<file path="src/rtl/jtag_tap_responder.sv">
// jtag_tap_responder: IEEE 1149.1 target-side TAP for emulation builds.
// All JTAG pins are oversampled in the clk domain. TCK edges are detected
// from the synchronized samples, so no TCK clock tree exists.
// Registers: IR, BYPASS, IDCODE and one USER data register that is
// visible to core logic.
module jtag_tap_responder #(
  parameter int                IR_W     = 5,
  parameter int                DR_W     = 32,
  parameter logic [31:0]       IDCODE   = 32'h0000_0001,
  parameter logic [IR_W-1:0]   INS_IDC  = 'h01,
  parameter logic [IR_W-1:0]   INS_USER = 'h02
) (
  input  logic            clk,
  input  logic            rst_a,
  input  logic            jtag_tck,
  input  logic            jtag_tms,
  input  logic            jtag_tdi,
  input  logic            jtag_trst_n,
  output logic            jtag_tdo,
  output logic            jtag_tdo_oe,
  input  logic [DR_W-1:0] user_dr_in,
  output logic [DR_W-1:0] user_dr_out,
  output logic            user_dr_upd,
  output logic [3:0]      tap_state,
  output logic [IR_W-1:0] ir_out
);

  typedef enum logic [3:0] {
    S_TLR    = 4'hF, S_RTI    = 4'hC,
    S_SEL_DR = 4'h7, S_CAP_DR = 4'h6, S_SH_DR  = 4'h2, S_EX1_DR = 4'h1,
    S_PAU_DR = 4'h3, S_EX2_DR = 4'h0, S_UPD_DR = 4'h5,
    S_SEL_IR = 4'h4, S_CAP_IR = 4'hE, S_SH_IR  = 4'hA, S_EX1_IR = 4'h9,
    S_PAU_IR = 4'hB, S_EX2_IR = 4'h8, S_UPD_IR = 4'hD
  } tap_state_e;

  typedef enum logic [1:0] {DR_BYP, DR_IDC, DR_USR} dr_sel_e;

  // Synchronizers. The third tck stage exists only for edge detection.
  logic [2:0] tck_sync_q,  tck_sync_d;
  logic [1:0] tms_sync_q,  tms_sync_d;
  logic [1:0] tdi_sync_q,  tdi_sync_d;
  logic [1:0] trst_sync_q, trst_sync_d;

  // TAP state and scan registers.
  tap_state_e      state_q,   state_d;
  logic [IR_W-1:0] ir_q,      ir_d;
  logic [IR_W-1:0] ir_sh_q,   ir_sh_d;
  logic [31:0]     idc_sh_q,  idc_sh_d;
  logic [DR_W-1:0] usr_sh_q,  usr_sh_d;
  logic            byp_q,     byp_d;
  logic            tdo_q,     tdo_d;
  logic            tdo_oe_q,  tdo_oe_d;
  logic [DR_W-1:0] dr_out_q,  dr_out_d;
  logic            dr_upd_q,  dr_upd_d;

  logic    tck_rise;
  logic    tck_fall;
  logic    tms_s;
  logic    tdi_s;
  logic    trst_s;
  dr_sel_e dr_sel;

  assign tck_rise = tck_sync_q[1] & ~tck_sync_q[2];
  assign tck_fall = ~tck_sync_q[1] & tck_sync_q[2];
  assign tms_s    = tms_sync_q[1];
  assign tdi_s    = tdi_sync_q[1];
  assign trst_s   = ~trst_sync_q[1];

  // 1149.1 state transition table, advanced once per TCK rise.
  function automatic tap_state_e next_tap(input tap_state_e s, input logic tms);
    case (s)
      S_TLR:    next_tap = tms ? S_TLR    : S_RTI;
      S_RTI:    next_tap = tms ? S_SEL_DR : S_RTI;
      S_SEL_DR: next_tap = tms ? S_SEL_IR : S_CAP_DR;
      S_CAP_DR: next_tap = tms ? S_EX1_DR : S_SH_DR;
      S_SH_DR:  next_tap = tms ? S_EX1_DR : S_SH_DR;
      S_EX1_DR: next_tap = tms ? S_UPD_DR : S_PAU_DR;
      S_PAU_DR: next_tap = tms ? S_EX2_DR : S_PAU_DR;
      S_EX2_DR: next_tap = tms ? S_UPD_DR : S_SH_DR;
      S_UPD_DR: next_tap = tms ? S_SEL_DR : S_RTI;
      S_SEL_IR: next_tap = tms ? S_TLR    : S_CAP_IR;
      S_CAP_IR: next_tap = tms ? S_EX1_IR : S_SH_IR;
      S_SH_IR:  next_tap = tms ? S_EX1_IR : S_SH_IR;
      S_EX1_IR: next_tap = tms ? S_UPD_IR : S_PAU_IR;
      S_PAU_IR: next_tap = tms ? S_EX2_IR : S_PAU_IR;
      S_EX2_IR: next_tap = tms ? S_UPD_IR : S_SH_IR;
      S_UPD_IR: next_tap = tms ? S_SEL_DR : S_RTI;
      default:  next_tap = S_TLR;
    endcase
  endfunction

  // Decode the current instruction into a data register select. Any
  // opcode other than IDCODE or USER, including all-ones, selects BYPASS.
  always_comb begin
    if (ir_q == INS_IDC)       dr_sel = DR_IDC;
    else if (ir_q == INS_USER) dr_sel = DR_USR;
    else                       dr_sel = DR_BYP;
  end

  // Shift the pin samples along their synchronizer chains.
  always_comb begin
    tck_sync_d  = {tck_sync_q[1:0], jtag_tck};
    tms_sync_d  = {tms_sync_q[0],   jtag_tms};
    tdi_sync_d  = {tdi_sync_q[0],   jtag_tdi};
    trst_sync_d = {trst_sync_q[0],  jtag_trst_n};
  end

  // TAP next-state and register actions. TRST wins over any TCK edge in
  // the same cycle.
  always_comb begin
    // NOTE: every variable gets a default first, so no path leaves a
    // value unassigned and no latch is inferred.
    state_d  = state_q;
    ir_d     = ir_q;
    ir_sh_d  = ir_sh_q;
    idc_sh_d = idc_sh_q;
    usr_sh_d = usr_sh_q;
    byp_d    = byp_q;
    tdo_d    = tdo_q;
    tdo_oe_d = tdo_oe_q;
    dr_out_d = dr_out_q;
    dr_upd_d = 1'b0;

    if (trst_s) begin
      state_d  = S_TLR;
      ir_d     = INS_IDC;
      ir_sh_d  = '0;
      idc_sh_d = '0;
      usr_sh_d = '0;
      byp_d    = 1'b0;
      tdo_d    = 1'b0;
      tdo_oe_d = 1'b0;
    end else if (tck_rise) begin
      state_d = next_tap(state_q, tms_s);
      case (state_q)
        S_CAP_IR: begin
          ir_sh_d    = '0;
          ir_sh_d[0] = 1'b1;
        end
        S_SH_IR: begin
          ir_sh_d         = ir_sh_q >> 1;
          ir_sh_d[IR_W-1] = tdi_s;
        end
        S_UPD_IR: ir_d = ir_sh_q;
        S_CAP_DR: begin
          case (dr_sel)
            DR_IDC:  idc_sh_d = IDCODE;
            DR_USR:  usr_sh_d = user_dr_in;
            default: byp_d    = 1'b0;
          endcase
        end
        S_SH_DR: begin
          case (dr_sel)
            DR_IDC:  idc_sh_d = {tdi_s, idc_sh_q[31:1]};
            DR_USR: begin
              usr_sh_d         = usr_sh_q >> 1;
              usr_sh_d[DR_W-1] = tdi_s;
            end
            default: byp_d = tdi_s;
          endcase
        end
        S_UPD_DR: begin
          if (dr_sel == DR_USR) begin
            dr_out_d = usr_sh_q;
            dr_upd_d = 1'b1;
          end
        end
        default: ;
      endcase
      if (state_d == S_TLR) ir_d = INS_IDC;
    end else if (tck_fall) begin
      case (state_q)
        S_SH_IR: begin
          tdo_d    = ir_sh_q[0];
          tdo_oe_d = 1'b1;
        end
        S_SH_DR: begin
          case (dr_sel)
            DR_IDC:  tdo_d = idc_sh_q[0];
            DR_USR:  tdo_d = usr_sh_q[0];
            default: tdo_d = byp_q;
          endcase
          tdo_oe_d = 1'b1;
        end
        default: begin
          tdo_d    = 1'b0;
          tdo_oe_d = 1'b0;
        end
      endcase
    end
  end

  // State register with asynchronous reset. TRST is handled in the
  // next-state logic above because it is a synchronized input.
  always_ff @(posedge clk or posedge rst_a) begin
    if (rst_a) begin
      tck_sync_q  <= '0;
      tms_sync_q  <= '0;
      tdi_sync_q  <= '0;
      trst_sync_q <= '0;
      state_q     <= S_TLR;
      ir_q        <= INS_IDC;
      ir_sh_q     <= '0;
      idc_sh_q    <= '0;
      usr_sh_q    <= '0;
      byp_q       <= 1'b0;
      tdo_q       <= 1'b0;
      tdo_oe_q    <= 1'b0;
      dr_out_q    <= '0;
      dr_upd_q    <= 1'b0;
    end else begin
      // NOTE: non-blocking assignments, so each flop samples the values
      // from before this edge regardless of statement order.
      tck_sync_q  <= tck_sync_d;
      tms_sync_q  <= tms_sync_d;
      tdi_sync_q  <= tdi_sync_d;
      trst_sync_q <= trst_sync_d;
      state_q     <= state_d;
      ir_q        <= ir_d;
      ir_sh_q     <= ir_sh_d;
      idc_sh_q    <= idc_sh_d;
      usr_sh_q    <= usr_sh_d;
      byp_q       <= byp_d;
      tdo_q       <= tdo_d;
      tdo_oe_q    <= tdo_oe_d;
      dr_out_q    <= dr_out_d;
      dr_upd_q    <= dr_upd_d;
    end
  end

  assign jtag_tdo    = tdo_q;
  assign jtag_tdo_oe = tdo_oe_q;
  assign user_dr_out = dr_out_q;
  assign user_dr_upd = dr_upd_q;
  assign tap_state   = state_q;
  assign ir_out      = ir_q;

endmodule

</file>
<file path="config.mk">
export PLATFORM = sky130hd
export DESIGN_NAME = jtag_tap_responder
export DESIGN_NICKNAME = d
export VERILOG_FILES = /design/src/rtl/jtag_tap_responder.sv
export SDC_FILE = /design/constraint.sdc
export NUM_CORES = 1
export LEC_CHECK = 0
export CAP_MARGIN = 20
export CORE_MARGIN = 4
export CORE_UTILIZATION = 45
export CTS_BUF_LIST = sky130_fd_sc_hd__clkbuf_16
export CTS_CLUSTER_DIAMETER = 200
export DETAILED_ROUTE_END_ITERATION = 16
export DONT_BUFFER_PORTS = 1
export GPL_ROUTABILITY_DRIVEN = 0
export GPL_TIMING_DRIVEN = 0
export PLACE_DENSITY = 0.71
export SLEW_MARGIN = 20
export SYNTH_ARGS = -nofsm -noshare
export SYNTH_HDL_FRONTEND = slang
export SYNTH_SLANG_ARGS = --single-unit
export TNS_END_PERCENT = 5
</file>
<file path="constraint.sdc">
create_clock -name clk -period 10.5 [get_ports clk]
set_input_delay 2.1 -clock clk [delete_from_list [all_inputs] [get_ports clk]]
set_output_delay 2.1 -clock clk [all_outputs]
set_load 0.01 [all_outputs]
</file>
==> metrics.sh <==
SYNTH_FLOP_CELL='dfrtp_1'
SYN_AREA_MM2=0.00505
WORST_SETUP_HOLD_PATH_CLK_SLEW_NS=0.05
POST-CTS-SETUP-BUFFER-COUNT=0
CLOCK_TREE.HTREE_LEVEL_COUNT=4
STD_CELL_ROWS=38
FIN_WORST_SKEW_NS=0.00541
SEQ_AREA_FRAC_SYNTH=0.611
DIE_WIDTH_UM=114
AREA_DELTA_SYNTH_FINAL_PCT=15.2
NUM_IO_PINS=82
HP-CLASS='reg -> reg'
CRITPATHREQUIREDTIME_NS=8.40
CTS_INSERTED_BUFFERS=17
RSZ0062_AT_GRT='false'
SYNTH.LIB_CELLS_USED.DISTINCT=43
YS_SEQ_ELEMENTS=123
TIMING_WORST_SETUP_PATH_TYPE='reg -> out'
CTS_TREE='yes'
CP_MAX_FO=7
SYNTH-WARNING-COUNT=0
GRT_MAX_DEGREE=66
CLOCK_SINK_COUNT=123
INITIAL_CORE_UTIL=0.463
VIAS_IN_THE_FIRST_GLOBAL_ROUTE=3410
POSTSYNTHCELLCOUNT=403
POST_SYNTH.CELL_AREA_AVG_UM2=12.5
POST_DRT_VIA_CELL_RATIO=5.51
FINALHOLDVIOLCOUNT=0
BUFFER_PORTS.INSERTED=0
SETUP_TOTAL_NEGATIVE_SLACK_NS=0
MULTIINPUTGATEAREA_MM2=0.00180
R2R_SLACK_NS=8.33
WORST_PIN_SLEW_NS=0.626
CLOCK_LATENCY_NS=0.41
ASYNC_FLOP_SHARE=1.00
LAYOUT_NET_COUNT=461
CTS-RESIZED-GATES=0
GROUTE.USAGE.OVERALL=0.175
DP.FINAL_HPWL_MM=7.08
GR-TOTAL-OVERFLOW=0
DETAILROUTE.VIA_COUNT=3173
CRITPATHCAPTURETYPE='output port'
DESIGN.CORE.AREA_MM2=0.0109
GLOBAL_ROUTE_WIRE_LENGTH_BEFORE_REPAIR_MM=17.5
TIMING.MAX_SLEW.REL_SLACK=0.577
SLEW_VIOL_FINAL=0
NFILLCELLS=917
ROUTE.DETAILED.WL_PER_INST_UM=18.2
PERIOD_UTILIZATION=0.299
SETUP-VIOLATIONS-FINAL=0
GRT_ANTENNA_BEFORE_REPAIR=0
PWR_DENSITY_CELL_mW_PER_MM2=183
DIE_Y_UM=114
NUMBER_OF_SYNTHESIZED_FLOPS_WITH_AN_ENABLE_PIN=0
WORST_IR_DROP_VDD_V=0.000147
CTS-ROOT-TO-SINK-BUFFERS=2
FINAL_UTIL=0.534
DRV_CAP=0
WORST_EP_ARRIVAL_TIME_NS=1.04
CTS_HOLD_BUFFERS=0
DETAILED_ROUTING_ITERATION_COUNT_FOR_THE_PRE_ANTENNA_REPAIR_PASS=4
DRT_DRC_VIOLATIONS_LEFT=0
ROUTED_WL_MM=10.5
OUTCOME='finished, final reports clean'
FMAX_MHz=319
CRIT_PATH_START_KIND='flop'
ANTENNA_LEFT=0
CTS-ROOT-BUF='clkbuf_16'
FLOORPLAN_DIE_AREA_MM2=0.0130
DRT_ITER0_MARKERS=275
SHORTEST_PERIOD_THE_WORST_PATH_ALLOWS_NS=3.14
DRIVE_GT1_FRAC=0.213
AREA.SEQUENTIAL_MM2=0.00308
STATIC-LEAKAGE-POWER_nW=2.67
MAPPEDNETLISTNETS=441
INSERTED_DIODES=0
## path summary, 6_finish.rpt
| check | from | to | cells past startpoint |
|---|---|---|---|
| max in group asynchronous | rst_a | tap_state[2]$_DFFE_PP1P_ | 2 |
| min in group asynchronous | rst_a | user_dr_out[16]$_DFFE_PP0P_ | 1 |
| min reg2reg | tms_sync_q[0]$_DFF_PP0_ | tms_sync_q[1]$_DFF_PP0_ | 0 |
| min | tms_sync_q[0]$_DFF_PP0_ | tms_sync_q[1]$_DFF_PP0_ | 0 |
| max | ir_out[0]$_DFFE_PP1P_ | ir_out[0] | 0 |
| max reg2reg | tap_state[2]$_DFFE_PP1P_ | user_dr_out[8]$_DFFE_PP0P_ | 5 |
## layer usage
metal  track usage  routed length (um)  part of all wire  vias to the layer above
met4        0.0950                 331             0.032                        0
met2         0.266                5080              0.48                       67
met5             0                   0                 0                        -
met1         0.220                4560              0.44                     1590
met3        0.0626                 510             0.049                       24
li1              -                   -                 -                     1492
## flip-flops by register name, indices dropped and copies added, names as in the netlist
signal and cells:
byp_q 1, idc_sh_q 32, usr_sh_q 32, ir_sh_q 5, user_dr_upd 1, tap_state 4, jtag_tdo 1, trst_sync_q 2
ir_out 5, jtag_tdo_oe 1, tck_sync_q 3, tms_sync_q 2, tdi_sync_q 2, user_dr_out 32
## synth_stat cells, types with 2 or more instances
library cell,n,share of area
nand3_1,6,0.0060
mux2i_1,35,0.069
a21oi_1,8,0.0079
nand3b_1,4,0.0060
nand2b_1,4,0.0050
and2_1,2,0.0025
buf_2,12,0.012
a22o_1,34,0.059
a31oi_1,3,0.0037
inv_1,6,0.0045
and3_1,2,0.0025
buf_4,5,0.0074
nor3_1,2,0.0020
o211ai_1,2,0.0030
dfrtp_1,118,0.59
mux2_2,32,0.071
clkbuf_1,8,0.0060
nand4_1,3,0.0037
nor2b_1,3,0.0037
nor3b_1,2,0.0030
nor4b_1,2,0.0035
nor2_1,4,0.0030
o21ai_0,37,0.037
nand2_1,45,0.033
dfstp_2,5,0.026
a211oi_1,2,0.0030
## stage by stage
stage                     total power, mW  hold WS [ns]  std cells  setup slack (ns)  instance area [um^2]
after floorplan                     0.514         0.331        403              5.14                  5050
after CTS                            1.07         0.348        576              7.35                  5810
after global placement              0.521         0.333        543              4.03                  5220
final                                1.06         0.346        576              7.36                  5810
after global routing                 1.10         0.349        576              7.33                  5810
after detailed placement            0.524         0.336        544              7.67                  5250
## cells by family (layout without fill, tap and decap cells)
kind of cell	count (synthesis)	in the layout	synth area share
AO/OA/AOI/OAI	93	93	0.125
XOR/XNOR	1	1	0.00174
buffers and inverters	32	65	0.0312
flip-flops	123	123	0.611
multiplexers	67	67	0.141
AND/OR/NAND/NOR	87	87	0.0898
## where the power goes
group          internal (mW)  switching, mW  leakage [nW]
Clock                  0.343          0.203         0.277
Sequential             0.479        0.00395          1.68
Combinational        0.00973         0.0227         0.713
Total                  0.832          0.230          2.67
## layout make-up
class                      count  area share
inverter                       6     0.00474
tap                          140      0.0301
multi-input combinational    248       0.310
buffer                        26      0.0232
clock inverter                15      0.0230
clock buffer                  17      0.0732
timing repair buffer           1     0.00474
sequential                   123       0.531
## cell usage in the layout, fill, tap and decap left out, drive strengths merged, types with 3 or more instances in the layout
cell type and instances:
dfstp 5, mux2i 35, mux2 32, nand4 3, a31oi 3, nor3b 3
nor2 5, nand2 45, a21oi 8, nand2b 4, inv 7, clkinv 9
nor2b 3, nor3 3, clkinvlp 3, o21ai 37, buf 18, dfrtp 118
nand3 6, clkbuf 26, nand3b 4, a22o 34
No activity file was read; power rests on OpenSTA's default activity.
